[config.mk]
export PLATFORM = sky130hd
export DESIGN_NAME = seq_normalizer_8bit
export DESIGN_NICKNAME = d
export VERILOG_FILES = /design/src/rtl/seq_normalizer_8bit.sv
export SDC_FILE = /design/constraint.sdc
export NUM_CORES = 1
export LEC_CHECK = 0
export BUFFER_PORTS_ARGS = -buffer_cell sky130_fd_sc_hd__buf_2
export CAP_MARGIN = 10
export CORE_UTILIZATION = 27
export CTS_BUF_LIST = sky130_fd_sc_hd__clkbuf_4 sky130_fd_sc_hd__clkbuf_8 sky130_fd_sc_hd__clkbuf_16
export DETAILED_ROUTE_END_ITERATION = 6
export GPL_ROUTABILITY_DRIVEN = 0
export PLACE_DENSITY = 0.51
export SLEW_MARGIN = 40
export SYNTH_ARGS = -nofsm -noshare
export SYNTH_HDL_FRONTEND = slang
export SYNTH_SLANG_ARGS = --single-unit
[constraint.sdc]
create_clock -name clk -period 4.25 [get_ports clk]
set_input_delay 0.2125 -clock clk [delete_from_list [all_inputs] [get_ports clk]]
set_output_delay 0.2125 -clock clk [all_outputs]
set_load 0.01 [all_outputs]
[src/rtl/seq_normalizer_8bit.sv]
// Sequential left-normalizer: shifts an operand left one bit per clock until its
// MSB is set, then reports the result, the shift count and a barrel-shifter restore code.
module seq_normalizer_8bit #(
    parameter int WIDTH = 8,
    parameter int CW    = 3
) (
    input  logic             clk,
    input  logic             rst,
    input  logic             start,
    input  logic [WIDTH-1:0] A,
    output logic             busy,
    output logic             done,
    output logic [WIDTH-1:0] norm,
    output logic [CW-1:0]    count,
    output logic [CW:0]      S,
    output logic             zero
);

    typedef enum logic [1:0] {
        IDLE  = 2'd0,
        SHIFT = 2'd1,
        DONE  = 2'd2
    } state_t;

    state_t           state;
    state_t           state_nxt;
    logic [WIDTH-1:0] r;
    logic [CW-1:0]    c;
    logic             accept;
    logic             shift_en;
    logic             finish;
    logic             r_is_zero;

    assign r_is_zero = (r == '0);

    // NOTE: every signal driven here gets a default first, so no path leaves one unassigned and no latch is inferred.
    always_comb begin
        state_nxt = state;
        accept    = 1'b0;
        shift_en  = 1'b0;
        finish    = 1'b0;
        case (state)
            IDLE: begin
                if (start) begin
                    accept    = 1'b1;
                    state_nxt = SHIFT;
                end
            end
            SHIFT: begin
                if (r_is_zero || r[WIDTH-1]) begin
                    finish    = 1'b1;
                    state_nxt = DONE;
                end else begin
                    shift_en = 1'b1;
                end
            end
            DONE:    state_nxt = IDLE;
            default: state_nxt = IDLE;
        endcase
    end

    // NOTE: sequential state uses non-blocking assignments so every register samples pre-edge values.
    always_ff @(posedge clk) begin
        if (rst) begin
            state <= IDLE;
        end else begin
            state <= state_nxt;
        end
    end

    // Work register and shift counter; the operand is captured only on the accepting edge.
    always_ff @(posedge clk) begin
        if (rst) begin
            r <= '0;
            c <= '0;
        end else if (accept) begin
            r <= A;
            c <= '0;
        end else if (shift_en) begin
            r <= r << 1;
            c <= c + 1'b1;
        end
    end

    // Result registers change only on the edge that enters DONE and hold until the next completion.
    always_ff @(posedge clk) begin
        if (rst) begin
            norm  <= '0;
            count <= '0;
            S     <= '0;
            zero  <= 1'b0;
        end else if (finish) begin
            if (r_is_zero) begin
                norm  <= '0;
                count <= '0;
                S     <= {1'b1, {CW{1'b0}}};
                zero  <= 1'b1;
            end else begin
                norm  <= r;
                count <= c;
                S     <= {1'b1, c};
                zero  <= 1'b0;
            end
        end
    end

    assign busy = (state == SHIFT);
    assign done = (state == DONE);

endmodule

### After elaboration in Yosys (flattened, before gate mapping)

Index checks and enable logic that the tools add are counted.
Widths: inputs -> output; s select.

| storage, ports and cells | value |
|---|---|
| register bits after elaboration | 29 |
| latch bits | 0 |
| memory bits (writable) | 0 |
| ROM bits | 0 |
| output and inout bits | 18 |
| memories kept | 0 |

| cells by class | value |
|---|---|
| add/sub/neg operators | 1 |
| multipliers | 0 |
| div/mod/pow operators | 0 |
| $lt $le $gt $ge | 0 |
| equal/unequal tests | 4 |
| shifts and indexed selects | 0 |
| muxes and demuxes | 15 |
| bitwise gates (word level) | 0 |
| reductions and logical operators | 6 |

Operators with widths:

| kind | number |
|---|---|
| $mux 8 | 3 |
| $logic_not 8->1 | 1 |
| $mux 1 | 7 |
| $mux 3 | 2 |
| $mux 2 | 2 |
| $pmux 2 s2 | 1 |
| $add 3x1->3 const B | 1 |
| $eq 2x1->1 const B | 1 |
| $eq 2x2->1 const B | 1 |
| $logic_not 2->1 | 1 |
| $ne 2x1->1 const B | 1 |
| $ne 2x2->1 const B | 1 |
| $reduce_and 2->1 | 1 |
| $reduce_bool 2->1 | 1 |
| $reduce_or 2->1 | 1 |
| $logic_or 1x1->1 | 1 |

### Logic depth before layout (Yosys ltp)

Gate-level depths: netlist (run 1).

| logic depth | value |
|---|---|
| depth after elaboration | 6 |
| depth in mapped cells | 6 |
| mapped depth without buffers | 4 |

### Worst setup path after synthesis (run 1)

Ideal clock, no wire load.

| path | value |
|---|---|
| kind | flip-flop to flip-flop |
| start point | register r[3] |
| end point | register count[0] |
| library setup time | 133 ps |
| data arrival time | 1,249 ps |
| path slack | 2,868 ps |
| stages on the path, launching flop included | 5 |
| path buffers | 1 |
| clock period less this slack | 1,382 ps |
| cell sequence | dfxtp_1 -> or4_4 -> clkbuf_2 -> o21ai_0 -> a31oi_1 |

| on the way | value |
|---|---|
| word-level cells in the longest chain between the ends | 4 |
| elaborated cells on any way between the ends | 5 |

Ends and longest elaborated chain:

| what | RTL line | RTL |
|---|---|---|
| start: declaration | 27 | `logic [WIDTH-1:0] r;` |
| start signal: assignment | 80 | `r <= r << 1;` |
| $logic_not 8->1 * | 34 | `assign r_is_zero = (r == '0);` |
| $logic_or 1x1->1 | 50 | `if (r_is_zero \|\| r[WIDTH-1]) begin` |
| $mux 1 | 50 |  |
| $mux 1 | 42 | `case (state)` |
| end signal: assignment | 89 | `count <= '0;` |
| end signal: assignment | 95 | `count <= '0;` |
| end signal: assignment | 100 | `count <= c;` |
| end: declaration | 14 | `output logic [CW-1:0] count,` |

Every way passes the cells marked *; elsewhere a longest branch is shown, timed or not.
A chain may end at the register's enable or synchronous reset.

### Final worst setup path (run 1)

| path | value |
|---|---|
| start point | register state[1] |
| end point | output busy |

| on the way | value |
|---|---|
| word-level cells in the longest chain between the ends | 1 |

Ends and longest elaborated chain:

| what | RTL line | RTL |
|---|---|---|
| start: declaration | 25 | `state_t state;` |
| start signal: assignment | 67 | `state <= state_nxt;` |
| $eq 2x1->1 | 107 | `assign busy = (state == SHIFT);` |
| end: declaration | 11 | `output logic busy,` |

Every way passes these cells.

==> results of run 1 <==
==> worst min-delay path by stage <==
stage / to / slack [ps] / cells after the start / start
after detailed placement: r[0] / 470 / 3 / A[0]
after floorplan: r[0] / 350 / 2 / A[0]
after global routing: r[0] / 200 / 3 / A[0]
final: r[0] / 170 / 3 / A[0]
after global placement: norm[7] / 460 / 2 / norm[7]
after CTS: r[0] / 170 / 3 / A[0]
==> report_power, final <==
part	leakage (nW)	switching [mW]	internal [mW]	total, mW
sequential	0.212	0.0239	0.260	0.283
clock	0.0357	0.0839	0.126	0.210
combinational	0.319	0.0663	0.0358	0.102
==> metrics by stage <==
stage               power (mW)  hold slack (ps)
CTS                      0.597              169
finish                   0.596              169
global route             0.623              203
floorplan                0.362              349
detailed placement       0.391              466
global placement         0.388              461
==> routing by layer <==
metal / up-vias / part of all wire / GRT usage
met5: - / 0 / 0
met4: 0 / 0.023 / 0.0733
met3: 5 / 0.041 / 0.0199
met2: 33 / 0.48 / 0.228
met1: 545 / 0.46 / 0.165
li1: 593 / - / -
==> cell usage in the layout (no fill, tap or decap) <==
cell,instances
nand3b_1,5
o31ai_1,1
nand3_1,10
o211a_1,1
nor3_1,4
a21oi_1,4
nor2_1,8
buf_2,28
inv_1,1
o21ai_1,1
or3b_1,1
dfxtp_2,1
mux2i_1,3
nor2b_1,11
ha_1,1
a31oi_1,11
clkbuf_8,3
or3_2,1
or4_4,1
nor4_1,1
dfxtp_1,25
a211oi_1,3
nor3b_1,1
a311oi_1,6
bufinv_16,1
a21boi_2,1
nand2_1,18
o21ai_0,16
nor3b_2,1
nand2b_1,1
or3_1,2
==> state kept, by name (all words and copies together) (netlist names) <==
name   flops
S          2
r          8
norm       8
state      2
zero       1
count      2
c          3
==> cell families (layout without fill, tap and decap cells) <==
family                   count (synthesis)  in the layout  synth area share
adder cells (fa/ha/maj)                  1              1           0.00984
multiplexers                             3              3            0.0236
buffers and inverters                   17             33            0.0659
flip-flops                              26             26             0.409
AO/OA/AOI/OAI                           44             44             0.219
AND/OR/NAND/NOR                         65             65             0.273
==> worst max-delay path: stages, from the launching register on <==
cell	delay [ps]
dfxtp_1	400
nand2b_1	550
inv_1	400
buf_2	260
==> final cells by class <==
type,count,area (sq um)
Fill cell,480,2980
Multi-Input combinational cell,113,667
Sequential cell,26,522
Timing Repair Buffer,28,140
Tap cell,52,65.1
Clock buffer,3,41.3
Clock inverter,1,30.0
Inverter,1,3.75
==> synthesized netlist by cell type (all sizes together) <==
cell    count
ha          1
dfxtp      26
nand3      10
nand2b      1
or3         3
o211a       1
a211oi      3
buf         9
nor4        1
nand2      18
nand3b      5
a311oi      6
a21oi       4
nor2b      11
o31ai       1
nor2        8
nor3b       2
mux2i       3
or4         1
or3b        1
clkbuf      7
nor3        4
inv         1
a21boi      1
a31oi      11
o21ai      17
==> results.yml, run 1 <==
global_routing:
  grt_max_degree: 33
  grt_pass1_wl_microns: 5260
  grt_antenna_before_repair: 0
  first_global_vias: 1098
  grt_overflow: 0
  grt.total_usage: 0.134
finish:
  drive_gt1_frac: 0.215
  final_cell_area_sq_um: 1470
  instances_no_fill: 224
  finish.utilization: 0.331
  synthToLayoutAreaGrowth_pct: 15.6
  antenna_cells: 0
  final_nets: 185
timing:
  setup_viol: 0
  fin_skew_ps: 5.18
  worst_pin_slew_ps: 785
  setup_ws_ps: 2150
  hold_viol: 0
  maxSlewHeadroom: 0.472
  period_share: 0.495
  rsz0062_at_grt: "no"
  drv_slew: 0
  tns_ps: 0
  fin_crit_ps: 2100
  max_freq_mhz: 475
synth:
  synth_area_per_cell_sq_um: 8.15
  ys_ff_latch: 26
  synth_area_sq_um: 1270
  syn_inst: 156
  yosysTopAreaCellShare: 0.409
  synthTopCellsByArea: "dfxtp_1 41%, o21ai_0 6.3%, a31oi_1 5.4%, nor2b_1 5.4%, nand2_1 5.3%"
  synth_warnings: 0
  synth_nets: 168
  yosys.cell_types.count: 31
  ys_seq_area_frac: 0.409
  synth.largest_area_cell: "dfxtp_1"
clocking:
  cts_root_buffer: "clkbuf_8"
  htree_levels: 1
  cts.repair.resized: 0
  clk-insertion-delay-late_ps: 280
  clk_pin_slew_worst_paths_ps: 90
  cts_setup_buffers: 0
  clock-sinks: 26
  cts_inserted_buffers: 3
  tritoncts: "built"
  ctsHoldBuffers: 0
  clockBufferDepth: 2
placed_design:
  post_dp_cell_area_sq_um: 1400
  dp_slack_ps: 2370
  placedCellCount: 220
  dpl.hpwl_microns: 2220
  port_buffers: 28
critical_path:
  endpoint: "busy"
  reg2regPathDepth: 4
  reg2reg_to: "r[7]"
  crit_path_start: "state[1]"
  worstReg2RegStart: "state[1]"
  cp_max_fo: 19
  start_kind: "register"
  critPathCaptureType: "output pin"
  worst-setup-path-type: "reg -> out"
  required_ps: 4040
  r2r_slack_ps: 2380
  arrival_ps: 1890
pwr:
  power_density_nw_per_um2: 406
  leakagePower_nw: 0.567
  peakVddDrop_mv: 0.129
floorplanning:
  core_sq_um: 4440
  num_rows: 24
  dieArea_sq_um: 4990
  io_pins: 29
  die_width_microns: 70.6
  initial_utilization: 0.286
  die_h_microns: 70.6
min_path:
  min_path_type: "in -> reg"
route:
  vias: 1176
  antenna_left: 0
  drc: 4
  first_pass_iters: 6
  viasPerCell: 5.25
  drt-initial-drc-count: 115
  wire_per_inst_microns: 14.4
  drt-total-wl_microns: 3220
status:
  failed_checks: "design-rule violations"
  status: "finished, violations left"
run:
  maxCapViolations: 0
No activity file was read; power rests on OpenSTA's default activity.
==> run 2: changes to the inputs <==
Clock period 4.25 ns to 2.1 ns, I/O delays scaled along.
==> results.yml, run 2 (synthesis gave the netlist of run 1 again) <==
status:
  status: "finished, violations left"
  failed_checks: "design-rule violations"
finish:
  instances_no_fill: 227
  layout_common_cells: "28 x buf_2, 26 x dfxtp_1, 18 x nand2_1"
  finish.utilization: 0.330
  drive_gt1_frac: 0.223
  top_regs: "norm: 8 flops, r: 8 flops, c: 3 flops"
  synthToLayoutAreaGrowth_pct: 15.5
  final_cell_area_sq_um: 1470
  final_common_cell: "buf_2"
  final_nets: 189
  antenna_cells: 0
clocking:
  cts_inserted_buffers: 3
  htree_levels: 1
  cts_setup_buffers: 0
  clock-sinks: 26
  ctsHoldBuffers: 0
  clk_pin_slew_worst_paths_ps: 90
  clockBufferDepth: 2
  clk-insertion-delay-late_ps: 270
  tritoncts: "built"
  cts.repair.resized: 0
  cts_root_buffer: "clkbuf_8"
pwr:
  power.internal_uw: 740
  leakagePower_nw: 0.572
  netSwitchingPower_uw: 349
  p_clk_frac: 0.263
  pwr-share-seq: 0.514
  power_frac_comb: 0.223
  switching_share: 0.320
  power_density_nw_per_um2: 742
  peakVddDrop_mv: 0.234
  power.total_mw: 1.09
route:
  highest_layer: "met4"
  met2_wirelength_microns: 1490
  drc: 4
  antenna_left: 0
  wl_met1_microns: 1610
  drt-total-wl_microns: 3350
  vias: 1198
  first_pass_iters: 7
  wl_met3_microns: 123
  drt-initial-drc-count: 101
  wire_per_inst_microns: 14.8
  viasPerCell: 5.28
floorplanning:
  core_sq_um: 4440
  num_rows: 24
  io_pins: 29
  initial_utilization: 0.286
  die_h_microns: 70.6
  die_width_microns: 70.6
  dieArea_sq_um: 4990
global_routing:
  first_global_vias: 1173
  grt_pass1_wl_microns: 5570
  grt_antenna_before_repair: 0
  grt_overflow: 0
  grt_max_degree: 32
  grt.total_usage: 0.141
timing:
  drv_slew: 0
  fin_crit_ps: 1520
  max_freq_mhz: 659
  tns_ps: 0
  fin_skew_ps: 5.63
  worst_pin_slew_ps: 607
  hold_viol: 0
  maxSlewHeadroom: 0.596
  rsz0062_at_grt: "no"
  period_share: 0.723
  setup_viol: 0
critical_path:
  crit_path_max_incr_delay_ps: 390
  reg2regPathDepth: 4
  endpoint: "busy"
  crit_slowest_cell: "inv_1"
  path_cells: "nand2b_1 > inv_1 > buf_2"
  crit_path_start: "state[1]"
  reg2reg_to: "r[6]"
  arrival_ps: 1410
  cp_max_fo: 16
  worst-setup-path-type: "reg -> out"
  start_kind: "register"
  required_ps: 2000
  r2r_slack_ps: 600
  critPathCaptureType: "output pin"
  worstReg2RegStart: "state[0]"
placed_design:
  post_dp_cell_area_sq_um: 1430
  placedCellCount: 224
  dpl.hpwl_microns: 2230
  port_buffers: 28
run:
  maxCapViolations: 0
min_path:
  min_path_type: "in -> reg"
==> run 2: area by class of cell <==
type,instances,area [sq um]
multi-input combinational,113,667
sequential,26,520
timing repair buffer,32,170
clock buffer,3,41.3
fill,489,2980
inverter,1,3.75
tap,52,65.1
==> run 2: power by group through the flow <==
stage	Combinational (mW)	Clock, mW	Sequential (mW)
final	0.243	0.286	0.559
after global routing	0.268	0.304	0.564
after CTS	0.241	0.288	0.559
after detailed placement	0.239	0	0.570
after global placement	0.239	0	0.567
after floorplan	0.168	0	0.565
==> run 2: critical path, delay by kind of cell, from the launching register on <==
kind | cells | cell delay [ps]
flip-flops | 1 | 350
buffers and inverters | 2 | 620
AND/OR/NAND/NOR | 1 | 160
==> run 2: routing by layer <==
layer / track usage / up-vias
li1: - / 597
met1: 0.178 / 549
met2: 0.224 / 40
met3: 0.0299 / 12
met4: 0.0778 / 0
met5: 0 / -
==> run 2: how the worst min path moves through the flow <==
stage / from / to / slack, ps / cells past startpoint
global route: A[0] / r[0] / 80 / 3
detailed placement: A[0] / r[0] / 360 / 3
CTS: A[0] / r[0] / 70 / 3
finish: A[0] / r[0] / 60 / 3
floorplan: A[0] / r[0] / 240 / 2
global placement: A[0] / r[0] / 370 / 3
==> run 2: per-stage QoR <==
stage	hold slack, ps	setup WS, ps
after global placement	371	666
final	60.2	582
after floorplan	241	718
after CTS	68.5	556
after detailed placement	360	585
after global routing	81.0	467
